===== src/rtl/mem_port_arbiter.sv =====
// Arbitrates one single-port memory between instruction fetch and data access.
// Ports: IF/DM request channels (*_req/gnt/rvalid/rdata), memory command side
// (mem_*), sticky timeout flag err_o. Sync active-high reset on rst_i.
module mem_port_arbiter #(
  parameter int XLEN        = 32,
  parameter int DM_MAX      = 4,
  parameter int TIMEOUT_CYC = 64
) (
  input  logic            clk_i,
  input  logic            rst_i,
  input  logic            if_req_i,
  input  logic [XLEN-1:0] if_addr_i,
  output logic            if_gnt_o,
  output logic            if_rvalid_o,
  output logic [XLEN-1:0] if_rdata_o,
  input  logic            dm_req_i,
  input  logic            dm_we_i,
  input  logic [XLEN-1:0] dm_addr_i,
  input  logic [XLEN-1:0] dm_wdata_i,
  input  logic [3:0]      dm_be_i,
  output logic            dm_gnt_o,
  output logic            dm_rvalid_o,
  output logic [XLEN-1:0] dm_rdata_o,
  output logic            mem_req_o,
  output logic            mem_we_o,
  output logic [XLEN-1:0] mem_addr_o,
  output logic [XLEN-1:0] mem_wdata_o,
  output logic [3:0]      mem_be_o,
  input  logic            mem_rvalid_i,
  input  logic [XLEN-1:0] mem_rdata_i,
  output logic            err_o
);

  localparam int SW = $clog2(DM_MAX + 1);
  localparam int CW = $clog2(TIMEOUT_CYC + 1);
  localparam logic [XLEN-1:0] TO_DATA = XLEN'(32'hDEAD_BEEF);

  typedef enum logic [1:0] {
    IDLE,
    ISSUE,
    WAIT,
    RESP
  } state_t;

  state_t          state;
  state_t          state_n;
  logic [SW-1:0]   streak;
  logic [CW-1:0]   tcnt;
  logic            own_dm;
  logic            arb;
  logic            give_if;
  logic            give_dm;
  logic            hit;
  logic            tmo;
  logic [XLEN-1:0] rsp;

  always_comb begin
    state_n = state;
    arb     = (state == IDLE) || (state == RESP);
    // IF only beats a competing DM request once the DM streak is full
    give_if = arb && if_req_i
            && (!dm_req_i || (streak == SW'(DM_MAX)));
    give_dm = arb && dm_req_i && !give_if;
    hit     = (state == WAIT) && mem_rvalid_i;
    // a response arriving on the last count still wins over the abort
    tmo     = (state == WAIT) && !mem_rvalid_i
            && (tcnt == CW'(TIMEOUT_CYC - 1));
    rsp     = hit ? mem_rdata_i : TO_DATA;
    if_gnt_o = give_if;
    dm_gnt_o = give_dm;
    unique case (state)
      IDLE, RESP: state_n = (give_if || give_dm) ? ISSUE : IDLE;
      ISSUE:      state_n = WAIT;
      WAIT:       if (hit || tmo) state_n = RESP;
      default:    state_n = IDLE;
    endcase
  end

  always_ff @(posedge clk_i) begin
    if (rst_i) begin
      state       <= IDLE;
      streak      <= '0;
      tcnt        <= '0;
      own_dm      <= 1'b0;
      mem_req_o   <= 1'b0;
      mem_we_o    <= 1'b0;
      mem_addr_o  <= '0;
      mem_wdata_o <= '0;
      mem_be_o    <= 4'h0;
      if_rvalid_o <= 1'b0;
      if_rdata_o  <= '0;
      dm_rvalid_o <= 1'b0;
      dm_rdata_o  <= '0;
      err_o       <= 1'b0;
    end else begin
      state       <= state_n;
      mem_req_o   <= 1'b0;
      if_rvalid_o <= 1'b0;
      dm_rvalid_o <= 1'b0;

      // mem_* registers double as the latched command for the transaction
      if (give_if || give_dm) begin
        own_dm      <= give_dm;
        mem_req_o   <= 1'b1;
        mem_we_o    <= give_dm && dm_we_i;
        mem_addr_o  <= give_dm ? dm_addr_i : if_addr_i;
        mem_wdata_o <= give_dm ? dm_wdata_i : '0;
        mem_be_o    <= give_dm ? dm_be_i : 4'hF;
      end

      if (give_if) begin
        streak <= '0;
      end else if (give_dm) begin
        if (!if_req_i)
          streak <= '0;
        else if (streak != SW'(DM_MAX))
          streak <= streak + 1'b1;
      end

      if (state == ISSUE)
        tcnt <= '0;
      else if (state == WAIT)
        tcnt <= tcnt + 1'b1;

      if (hit || tmo) begin
        if (tmo)
          err_o <= 1'b1;
        if (own_dm) begin
          dm_rvalid_o <= 1'b1;
          dm_rdata_o  <= (mem_we_o && hit) ? '0 : rsp;
        end else begin
          if_rvalid_o <= 1'b1;
          if_rdata_o  <= rsp;
        end
      end
    end
  end

endmodule


===== config.mk =====
export PLATFORM = sky130hd
export DESIGN_NAME = mem_port_arbiter
export DESIGN_NICKNAME = d
export VERILOG_FILES = /design/src/rtl/mem_port_arbiter.sv
export SDC_FILE = /design/constraint.sdc
export NUM_CORES = 1
export LEC_CHECK = 0
export CELL_PAD_IN_SITES_DETAIL_PLACEMENT = 1
export CELL_PAD_IN_SITES_GLOBAL_PLACEMENT = 2
export CORE_MARGIN = 1
export CORE_UTILIZATION = 24
export CTS_CLUSTER_SIZE = 30
export DETAILED_ROUTE_END_ITERATION = 10
export PLACE_DENSITY_LB_ADDON = 0.1
export RECOVER_POWER = 50
export SLEW_MARGIN = 20
export SYNTH_ARGS = -nofsm -noshare
export SYNTH_HDL_FRONTEND = slang
export SYNTH_SLANG_ARGS = --single-unit

===== constraint.sdc =====
create_clock -name clk_i -period 1.95 [get_ports clk_i]
set_input_delay 0.585 -clock clk_i [delete_from_list [all_inputs] [get_ports clk_i]]
set_output_delay 0.585 -clock clk_i [all_outputs]
set_load 0.01 [all_outputs]

Word level (Yosys, flattened, before mapping) --
Cells that the tools add are included.
Operators by class: reductions and logical operators 25, bitwise logic cells 2, add/sub/neg operators 2, mux-type cells 13, equal/unequal tests 8
Operator list (count):
- $mux 32 | 4
- $logic_and 1x1->1 | 9
- $reduce_and 2->1 | 4
- $reduce_or 2->1 | 4
- $add 7x1->7 const B | 1
- $eq 7x6->1 const B | 1
- $mux 3 | 2
- $pmux 2 s3 | 1
- $eq 2x2->1 const B | 2
- $logic_or 1x1->1 | 4
- $mux 1 | 4
- $mux 4 | 1
- $ne 2x1->1 const B | 2
- $add 3x1->3 const B | 1
- $eq 3x3->1 const B | 1
- $logic_not 1->1 | 3
- $ne 3x3->1 const B | 1
- $eq 2x1->1 const B | 1
- $logic_not 2->1 | 1
- $mux 2 | 1
- $not 1->1 | 2
Word-level totals: bits in registers 150, logic and storage cells 64, output and inout bits 139

Longest topological paths before layout --
Gate-level depths: netlist (run 1).
depth after elaboration 9, mapped depth 7

Least setup slack after synthesis (run 1) --
OpenSTA, ideal clock, no wires.
path kind register to output, from register state[0], to output port if_gnt_o, arrival 1.282 ns, slack 0.083 ns, buffers on the path 2, stages on the path, launching flop included 7, required time 1.365 ns, cell sequence dfxtp_1 -> inv_1 -> ha_1 -> buf_2 -> buf_2 -> nand2_1 -> nor2_1
Between the ends: longest elaborated chain between the ends 4, elaborated cells on any way between the ends 5, classes of those cells eq/ne: 1; reduce/logical: 4
Ends and longest elaborated chain:
- start: declaration | RTL line 45 | state_t state;
- start signal: assignment | RTL line 96 | state <= state_n;
- $eq 2x2->1 or $logic_not 2->1 (tied branches) | RTL line 59 | arb = (state == IDLE) || (state == RESP);
- $logic_or 1x1->1 * | RTL line 59
- $logic_and 1x1->1 * | RTL line 61 | give_if = arb && if_req_i
- $logic_and 1x1->1 * | RTL line 62 | && (!dm_req_i || (streak == SW'(DM_MAX)));
- end: declaration | RTL line 13 | output logic if_gnt_o,
Every way passes the cells marked *; elsewhere a longest branch is shown, timed or not.

Worst setup path in the final report (run 1) --
Same ends and word-level chain as after synthesis.

==> results.txt, run 1 <==
- Run status: complete, but fails checks
- Failing checks: design-rule violations
- The synthesized design devotes to its leading area cell type 46.4% of total area.
- Register area share after synthesis: 46.4%
- The number of slew-limit violations in the final report came to 0.
- Mapped Cells: 689
- After global routing, the most crowded layer is met2.
* Number of nets still failing antenna checks after routing: 0
* Part of the cycle the worst path needs: 99.2%
- The area growth from synthesis to layout is 61.8%.
- The initial antenna violation count was 1.
* Fin. Hold Viols: 0
* Synth unique cells: 47
- Data required time at the worst endpoint: 1.36 ns
- After detailed routing, the number of remaining DRC violations is 14.
- Syn_area_per_cell: 9.40 um^2
* Maximum count of clock buffers along a single path: 2
- Number of global-route vias before repair: 7007
- Dividing the detail-routed wire length by the instance count gives 18.4 um.
- Crit Path Max Fanout: 4
* Peak supply drop: 665 uV
* Number of CTS-inserted buffers: 17
- I/O pins: 277
- EDFF count, synth: 0
- For this design, the slowest cell found on the critical path is dfxtp_2.
- Final design instance area without fill: 0.0105 mm^2
* DP Cell Count: 1278
* Remaining max-slew budget at the tightest pin: 67.4%
- Drt pass-1 iters: 7
- STA classifies the critical path startpoint as a flip-flop.
* Util after Layout: 39.9%
- The worst path needs 1.93 ns of the cycle, external delays included.
* Slowest stage delay, CP: 0.33 ns
* Commonest cells in the synthesized netlist: 150 x dfxtp_1, 78 x a211oi_1, 57 x inv_1
- The worst setup path is of the flip-flop to output pin kind.
* Pin count of the biggest net entering global routing: 41
- Detailed placement finished with a half-perimeter wire length of 17.3 mm.
- Initial detailed-routing violation count: 306
- Logic depth of the worst register-to-register path: 7
- Setup violations remaining at the end of the flow were counted as 0.
* Highest achievable clock rate: 517 MHz
* Met2 usage in global routing: 29.9%
- The largest total area in the synthesized netlist belongs to dfxtp_1.
- The clock tree synthesis step divided the H-tree into 4 levels.
- Number of antenna repair diodes: 0
* Post-layout nets: 1106
* Cell Rows: 59
- Counting flops and latches in the post-synthesis netlist gives 150.
- Dominant register cell in the synthesized netlist: dfxtp_1
- In the global route stage, overall resource usage came out at 17.4%.
- Final worst slack: 0.0159 ns
* Synth async-reset ratio: 0%
- Summing all placed instances gives a cell area of 0.00975 mm^2.
- The worst setup path is captured at an output pin.
- The post-route netlist has 13.1% of its cells at a drive strength greater than 1.
- Hold/Removal Path Class: flip-flop to flip-flop
- Most area-consuming cells after synthesis: dfxtp_1 46%, a211oi_1 9.0%, o22ai_1 4.6%
* Register clock-pin slew on the reported worst setup and hold paths: 0.06 ns
- Measured along the y axis, the die boundary spans 166 um.
- Setup repair after global routing could not meet its margin everywhere.
- Crit-path cells: inv_2 -> ha_4 -> nand2_2 -> nor2_1 -> buf_2
- Routability congestion estimate from global placement: 0.809
- Count of max-cap constraint violations: 0
- Final Skew: 0.0138 ns
* Global-route wire length before repair: 38.6 mm
- The number of nets in the synthesized netlist is 832.
- The analysis attributes to cell leakage a power of 4.53 nW.
- Die Wd: 166 um
- The clock reaches the later pin of the worst-skew pair after 0.42 ns.
* Detailed-route vias per instance: 4.94
- Global routing used 5.48% of the available met3 tracks.
* Endpoint arrival time on the critical path: 1.35 ns
* Area of the mapped netlist: 0.00647 mm^2
- By instance count, the leading cell after synthesis is dfxtp_1.
* Total power of the final layout: 13.4 mW
- Routed WL: 24.1 mm
- Starting density of the core: 24.6%
* Cts-stage hold buffer count: 0
* Synthesis warning total: 0
- Die area: 0.0276 mm^2
* Vias: 6477
- P per Cell Area: 1280 mW/mm^2
- Global routing consumed, on the met1 layer, 20.5% of the routing resources.
- TritonCTS built the clock tree.
- Setup slack at placement: -0.594 ns
* # clock sinks: 150
- The region available for standard cell placement spans 0.0263 mm^2.
- Total gr overflow: 0
- Along the worst hold path, the cell count comes to 1.
- Cell Count, Final, Fillers Out: 1310
* CTS root buffer: clkbuf_16
* Input/output buffers: 276
* Transition time at the pin with the least slew margin: 0.477 ns
-- critical path, delay by kind of cell (launching register included) --
family | cells | cell delay, ns
simple gates | 2 | 0.14
buf+inv | 2 | 0.17
fa+ha+maj | 1 | 0.29
flops | 1 | 0.33
-- worst paths after layout --
path | from | endpoint | slack (ns)
hold reg to reg | mem_wdata_o[23]$_SDFFE_PP0P_ | mem_wdata_o[23]$_SDFFE_PP0P_ | 0.47
hold / removal | mem_wdata_o[23]$_SDFFE_PP0P_ | mem_wdata_o[23]$_SDFFE_PP0P_ | 0.47
setup reg to reg | state[0]$_SDFFE_PP0P_ | mem_wdata_o[2]$_SDFFE_PP0P_ | 0.06
setup / recovery | state[0]$_SDFFE_PP0P_ | if_gnt_o | 0.02
-- kinds of logic (layout without fill, tap and decap cells) --
group / after synthesis / count (layout) / share of synthesized area, %
muxes: 1 / 1 / 0.155
DFF: 150 / 150 / 46.4
AOI/OAI and AO/OA: 296 / 296 / 34.1
xor gates and xnor gates: 4 / 4 / 0.541
and+or+nand+nor: 105 / 105 / 8.35
adders and majority gates: 5 / 5 / 0.966
buffers and inverters: 128 / 414 / 9.53
-- what timing repair did --
| action | in CTS | in global routing |
|---|---|---|
| buffers inserted | 1 | 0 |
| gates resized for setup | 64 | 47 |
| pin swaps | 3 | 2 |
| setup endpoints to repair | 110 | 114 |
-- layer usage --
metal,wire length (um),vias up
met1,10500,3140
li1,-,3117
met3,1600,28
met2,11600,190
met5,16,-
met4,417,2
-- cell usage in the layout, fill, tap and decap left out, drive strengths merged, types with 2 or more instances in the layout --
cell type / n
a22o: 33
clkinvlp: 4
or3: 3
o22ai: 48
dlygate4sd2: 43
clkbuf: 19
nand4: 2
a2111oi: 3
buf: 52
inv: 61
xor2: 3
a211oi: 100
and4b: 2
nor3: 11
nand3: 3
a21oi: 37
nor2: 46
a31oi: 2
o21ai: 35
and3: 3
clkdlybuf4s50: 185
ha: 5
dfxtp: 150
a41oi: 32
dlymetal6s2s: 45
nor2b: 24
bufinv: 4
nand2: 6
-- report_power, final --
| part | total [mW] | internal [mW] | switching [mW] |
|---|---|---|---|
| clock network | 3.57 | 2.16 | 1.41 |
| logic | 5.71 | 2.73 | 2.98 |
| registers | 4.15 | 3.74 | 0.411 |
-- state kept, by name, indices dropped and copies added (netlist names) --
| register | count |
|---|---|
| tcnt | 7 |
| mem_req_o | 1 |
| mem_be_o | 4 |
| mem_we_o | 1 |
| mem_addr_o | 32 |
| dm_rdata_o | 32 |
| if_rvalid_o | 1 |
| err_o | 1 |
| state | 2 |
| own_dm | 1 |
| dm_rvalid_o | 1 |
| mem_wdata_o | 32 |
| streak | 3 |
| if_rdata_o | 32 |
-- per-stage QoR --
step           TNS [ns]  hold slack (ns)
6_report              0            0.471
5_1_grt           -1.67            0.493
4_1_cts         -0.0375            0.479
3_5_place_dp     -33.27            0.465
3_3_place_gp     -25.05            0.458
2_1_floorplan         0            0.463
-- layout make-up --
cell class / instances / area [um^2]
fill: 2958 / 15800
timing repair buffer: 326 / 3310
sequential: 150 / 3010
multi-input combinational: 411 / 2900
clock buffer: 18 / 429
tap: 335 / 419
inverter: 57 / 214
clock inverter: 13 / 196
(Power assumes the default switching activity.)
==> inputs of run 2 (changes only) <==
Settings changed: CORE_UTILIZATION 24 to 35, DONT_BUFFER_PORTS set to 1.
==> results.txt, run 2 (synthesis results as in run 1) <==
* Highest achievable clock rate: 531 MHz (+2.7%)
- Sum of net half-perimeters after detailed placement: 12.6 mm (-27%)
- The total number of placement rows is 49 (-17%).
- The number of buffers on the longest clock path came to 2 (unchanged).
* Endpoint arrival time on the critical path: 1.30 ns (-0.05 ns)
- # clock sinks: 150 (unchanged)
- Number of H-tree levels: 4 (unchanged)
* Crit path capture type: output pin
- Remaining max-slew budget at the tightest pin: 47.3% (-20 points)
- Final Skew: 0.00807 ns (-0.00578 ns)
- Leaving out fill and tap cells, the most frequent cells in the layout are 147 x dfxtp_1, 78 x a211oi_1, 56 x inv_1, 48 x o22ai_1, 43 x nor2_1.
- Initial detailed-routing violation count: 157 (-49%)
- For this design, the slowest cell found on the critical path is dfxtp_2.
- The hold violation count in the final report came to 0 (unchanged).
- The flow ran to the end, and the final reports show no timing, DRC or antenna violations.
* Unrepaired setup endpoints after global routing: no
* Area after DPL: 0.00657 mm^2 (-33%)
- Vias: 5349 (-17%)
* Post-detailed-route DRC marker count: 0 (-14)
* Number of global-route vias before repair: 5679 (-19%)
- Die Wd: 138 um (-17%)
- The number of nets in the layout came to 802 (-27%).
- Count of max-cap constraint violations: 0 (unchanged)
- The number of slew-limit violations in the final report is 0 (unchanged).
* Final design instance area without fill: 0.00721 mm^2 (-31%)
- The wire length of the first global-routing pass came to 31.1 mm (-20%).
* Area overhead of the layout relative to synthesis: 11.4%
- Part of the cycle the worst path needs: 96.6% (-2.6 points)
* Input/output buffers: 0 (-100%)
* Static power due to leakage: 2.40 nW (-47%)
* Drt pass-1 iters: 4 (-3)
* Crit-path cells: inv_1 -> ha_4 -> nand2_2 -> nor2_4
* CTS root buffer: clkbuf_16
- Data required time at the worst endpoint: 1.36 ns (about the same)
* Clk_lat worst skew: 0.42 ns (about the same)
* Final critical path time including I/O delays and setup: 1.88 ns (-0.0513 ns)
* Final setup TNS: 0 ns (unchanged)
* Number of CTS-inserted buffers: 17 (unchanged)
- Aggregate global-route resource usage: 20.1% (+2.7 points)
- The leftover overflow at the end of global routing is 0 (unchanged).
- Worst reg-to-reg setup slack: 0.22 ns (+0.16 ns)
- Core footprint: 0.0180 mm^2 (-31%)
* Hold/Removal Path Class: primary input to flip-flop
* Routability congestion estimate from global placement: 0.790 (-2.3%)
* Number of antenna repair diodes: 0 (unchanged)
- Die area: 0.0190 mm^2 (-31%)
- Vertical die dimension: 138 um (-17%)
* Endpoints failing setup: 0 (unchanged)
- Initial antenna violation count: 0 (-1)
- The wire length reported by the detailed router came to 19.0 mm (-21%).
- Transition time at the pin with the least slew margin: 0.791 ns (+0.314 ns)
- Startpoint types: flip-flop
- The pin count of the biggest net entering global routing came to 114 (+180%).
- The number of hold buffers added after CTS was 0 (unchanged).
* Crit Path Max Fanout: 3 (-1)
* Setup Crit Path Kind: flip-flop to output pin
- Clock tree from TritonCTS: yes
- The effective utilization at floorplan is 35.9% (+11 points).
- Number of nets still failing antenna checks after routing: 0 (unchanged)
- The average vias per placed instance was 5.94 (+20%).
* Detailed-route wire length per cell: 21.1 um (+14%)
- Fraction of layout cells with a size suffix above 1: 14.4% (+1.3 points)
- P per Cell Area: 1580 mW/mm^2 (+23%)
- Slowest stage delay, CP: 0.34 ns (about the same)
- Most common cell after layout, fill and taps aside: dfxtp_1
- Total power of the final layout: 11.4 mW (-15%)
- The clock transition time at the flip-flop clock pins of the worst setup and hold paths came to 0.07 ns (about the same).
- Peak supply drop: 581 uV (-13%)
- The total I/O pin count came to 277 (unchanged).
==> run 2: power by group <==
group,switching [mW],internal (mW)
Combinational,2.17,1.49
Sequential,0.794,3.74
Clock,1.50,1.71
==> run 2: final cells by class <==
cell class | instances | area, um^2
Tap cell | 229 | 287
Inverter | 57 | 214
Multi-Input combinational cell | 411 | 2910
Fill cell | 2027 | 10800
Sequential cell | 150 | 3010
Timing Repair Buffer | 22 | 211
Clock buffer | 17 | 425
Clock inverter | 15 | 155
==> run 2: routing by layer <==
| layer | track usage, % | part of all wire, % | vias up |
|---|---|---|---|
| li1 | - | - | 2503 |
| met1 | 24.0 | 42 | 2618 |
| met2 | 33.2 | 48 | 198 |
| met3 | 7.10 | 7.8 | 30 |
| met4 | 7.29 | 2.0 | 0 |
| met5 | 0 | 0 | - |
==> run 2: repair_timing <==
item / CTS / global route
endpoints found under the setup margin: 2 / 2
buffers inserted: 1 / 1
resized for setup: 12 / 2
hold endpoints to repair: 0 / 0
pin swaps: 3 / 1
==> run 2: final timing paths <==
kind,startpoint,depth (start not counted),endpoint
worst max-delay path,state[0]$_SDFFE_PP0P_,4,if_gnt_o
worst min register to register,tcnt[5]$_SDFFE_PP0N_,2,tcnt[5]$_SDFFE_PP0N_
worst max register to register,state[0]$_SDFFE_PP0P_,7,mem_wdata_o[2]$_SDFFE_PP0P_
worst min-delay path,rst_i,1,mem_addr_o[10]$_SDFFE_PP0P_
==> run 2: stage by stage <==
| step | hold slack (ns) | utilization, % | cells | setup slack, ns |
|---|---|---|---|---|
| floorplan | 0.463 | - | 689 | 0.0826 |
| global placement | 0.480 | 36.4 | 867 | 0.197 |
| detailed placement | 0.503 | 36.4 | 867 | 0.143 |
| CTS | 0.211 | 39.9 | 900 | 0.0237 |
| global route | 0.207 | 40.0 | 901 | 0.00512 |
| finish | 0.227 | 40.0 | 901 | 0.0671 |
==> run 2: worst max-delay path: cells and delay by family (launching register included) <==
family / cells / cell delay [ns]
and+or+nand+nor: 2 / 0.20
adders and majority gates: 1 / 0.28
buffers and inverters: 1 / 0.06
DFF: 1 / 0.34
==> inputs of run 3 (changes only) <==
Settings changed: CORE_UTILIZATION 35 to 36.
==> results.txt, run 3 (synthesis results as in run 1) <==
- The final setup violation count was 0 (unchanged).
* Detailed-route vias per instance: 5.96 (+0.39%)
- The level count of the clock H-tree was 4 (unchanged).
* Initial antenna violation count: 0 (unchanged)
- The slack of the critical path is 0.0490 ns (-0.0182 ns).
* P per Cell Area: 1610 mW/mm^2 (+2.0%)
- The critical path's largest stage delay is 0.36 ns (+0.02 ns).
- The share of post-route cells with drive strength above 1 came to 14.5% (+0.022 points).
- Crit path buffers/inverters: 1 (unchanged)
- The leakage power is 2.42 nW (+0.78%).
- The instance count along the most critical hold path came to 1 (unchanged).
* Setup slack at placement: 0.0520 ns (-0.0908 ns)
* Clk_lat worst skew: 0.42 ns (about the same)
- The largest vdd supply drop came to 592 uV (+1.9%).
- Cts-stage hold buffer count: 0 (unchanged)
* Die Wd: 136 um (-1.4%)
* Total power of the final layout: 11.8 mW (+3.0%)
* Remaining max-slew budget at the tightest pin: 51.9% (+4.6 points)
- Startpoint types: flip-flop
- Commonest non-fill, non-tap cells in the layout: 148 x dfxtp_1, 78 x a211oi_1, 54 x inv_1, 48 x o22ai_1, 43 x nor2_1
- Data required time at the worst endpoint: 1.36 ns (about the same)
- Most common cell after layout, fill and taps aside: dfxtp_1
* Fin. Hold Viols: 0 (unchanged)
- Global-route wire length before repair: 30.0 mm (-3.6%)
* CTS root buffer: clkbuf_16
* Worst hold path startpoint: rst_i
* Aggregate global-route resource usage: 20.6% (+0.56 points)
* Number of nets still failing antenna checks after routing: 0 (unchanged)
* DP Cell Count: 861 (-0.69%)
* Cell Count, Final, Fillers Out: 896 (-0.55%)
- The number of DRC violations after detailed routing is 0 (unchanged).
- Final Skew: 0.00721 ns (-0.000858 ns)
- Final setup TNS: 0 ns (unchanged)
* RR Startpoint: state[0]$_SDFFE_PP0P_
- Vertical die dimension: 136 um (-1.4%)
- Logic depth of the worst register-to-register path: 6 (-1)
- The endpoint identified for the worst register-to-register timing path is mem_addr_o[21]$_SDFFE_PP0P_.
- Run status: completed
- Compared with the post-synthesis result, the final layout area differs by 12.5%.
- The standard cell core area was 0.0174 mm^2 (-3.4%).
- Transition time at the pin with the least slew margin: 0.720 ns (-0.0714 ns)
- Critical-path cell with the highest stage delay: dfxtp_1
- Part of the cycle the worst path needs: 97.5% (+0.93 points)
- Crit Path Max Fanout: 3 (unchanged)
- The placer congestion estimate was 0.729 (-7.7%).
- Detailed-route wire length per cell: 21.5 um (+1.8%)
* Crit path capture type: output pin
* Final critical path time including I/O delays and setup: 1.90 ns (+0.0182 ns)
- The half-perimeter wire length after placement was 12.8 mm (+1.4%).
- The count of antenna diodes in the layout is 0 (unchanged).
* Number of CTS-inserted buffers: 17 (unchanged)
- Hold Path Sink: mem_addr_o[11]$_SDFFE_PP0P_
- Hold/Removal Path Class: primary input to flip-flop
- Crit-path cells: inv_2 -> ha_4 -> a21boi_4 -> nor2_4
- The number of sinks driven by the clock tree came to 150 (unchanged).
- The reported max-cap violation count was 0 (unchanged).
* Drt pass-1 iters: 4 (unchanged)
- Maximum count of clock buffers along a single path: 2 (unchanged)
- Endpoint arrival time on the critical path: 1.32 ns (+0.02 ns)
* I/O pins: 277 (unchanged)
* Pin count of the biggest net entering global routing: 114 (unchanged)
* Die area: 0.0185 mm^2 (-2.7%)
* Highest achievable clock rate: 526 MHz (-0.96%)
- The effective utilization at floorplan was 37.2% (+1.3 points).
- Register clock-pin slew on the reported worst setup and hold paths: 0.06 ns (about the same)
- Initial detailed-routing violation count: 166 (+5.7%)
- The leftover overflow at the end of global routing came to 0 (unchanged).
- Final Max Slew Viols: 0 (unchanged)
* Number of global-route vias before repair: 5539 (-2.5%)
- The total via count after detailed routing is 5340 (-0.17%).
- Setup Crit Path Kind: flip-flop to output pin
- The slack of the worst reg-to-reg path came to 0.17 ns (-0.05 ns).
- In this design, the largest share of critical-path delay is due to flip-flops.
- Clock tree from TritonCTS: yes
* Input/output buffers: 0 (unchanged)
- Routed WL: 19.2 mm (+1.2%)
* Cell Rows: 48 (-2.0%)
* Post-layout nets: 801 (-0.12%)
run 3: changes by cell type in the layout (fill, tap and decap cells not counted), sizes merged:
cell      before  now
inv           68   62
bufinv         0    3
clkbuf        18   20
clkinv         3    1
clkinvlp       1    3
run 3: worst max path at each step:
stage	start	end	slack, ns	depth (start not counted)
6_report	streak[1]$_SDFFE_PP0P_	if_gnt_o	0.05	4
5_1_grt	streak[0]$_SDFFE_PP0P_	if_gnt_o	-0.008	4
4_1_cts	state[0]$_SDFFE_PP0P_	if_gnt_o	-0.02	5
3_5_place_dp	state[0]$_SDFFE_PP0P_	if_rdata_o[18]$_SDFFE_PP0P_	0.05	6
3_3_place_gp	state[0]$_SDFFE_PP0P_	mem_wdata_o[16]$_SDFFE_PP0P_	-0.15	5
2_1_floorplan	state[0]$_SDFFE_PP0P_	if_gnt_o	0.08	6
run 3: final cells by class:
cell class	instances	area [um^2]
Inverter	57	216
Multi-Input combinational cell	411	2950
Clock buffer	20	457
Fill cell	1945	10100
Timing Repair Buffer	21	208
Tap cell	225	282
Clock inverter	12	165
Sequential cell	150	3010
run 3: report_power, final:
part           switching (mW)  leakage (nW)  total (mW)  internal, mW
registers               0.804          1.23        4.54          3.74
clock network            1.37         0.295        3.47          2.11
logic                    2.21         0.897        3.74          1.53
run 3: worst register-to-register path, stage by stage (launching register included):
cell and delay (ns):
dfxtp_2 0.33, inv_2 0.04, ha_4 0.31, o21a_1 0.20, buf_4 0.42, nor2_1 0.12
a211oi_1 0.26
run 3: timing repair:
item	CTS	global route
setup buffers	4	0
gates cloned	0	0
gates resized for setup	17	6
pin swaps	2	3
endpoints found under the setup margin	3	3
run 3: per-layer routing:
| layer | vias up | GRT usage, % | share of wire [%] |
|---|---|---|---|
| li1 | 2496 | - | - |
| met1 | 2624 | 24.3 | 42 |
| met5 | - | 0 | 0 |
| met2 | 196 | 34.2 | 48 |
| met3 | 24 | 7.42 | 8.6 |
| met4 | 0 | 7.53 | 1.6 |
run 3: through the flow:
stage	hold WS [ns]	utilization (%)	cell area, um^2
final	0.233	41.8	7290
after global routing	0.215	41.8	7290
after CTS	0.215	41.7	7270
after detailed placement	0.502	37.6	6550
after global placement	0.482	37.6	6550
after floorplan	0.463	-	6470
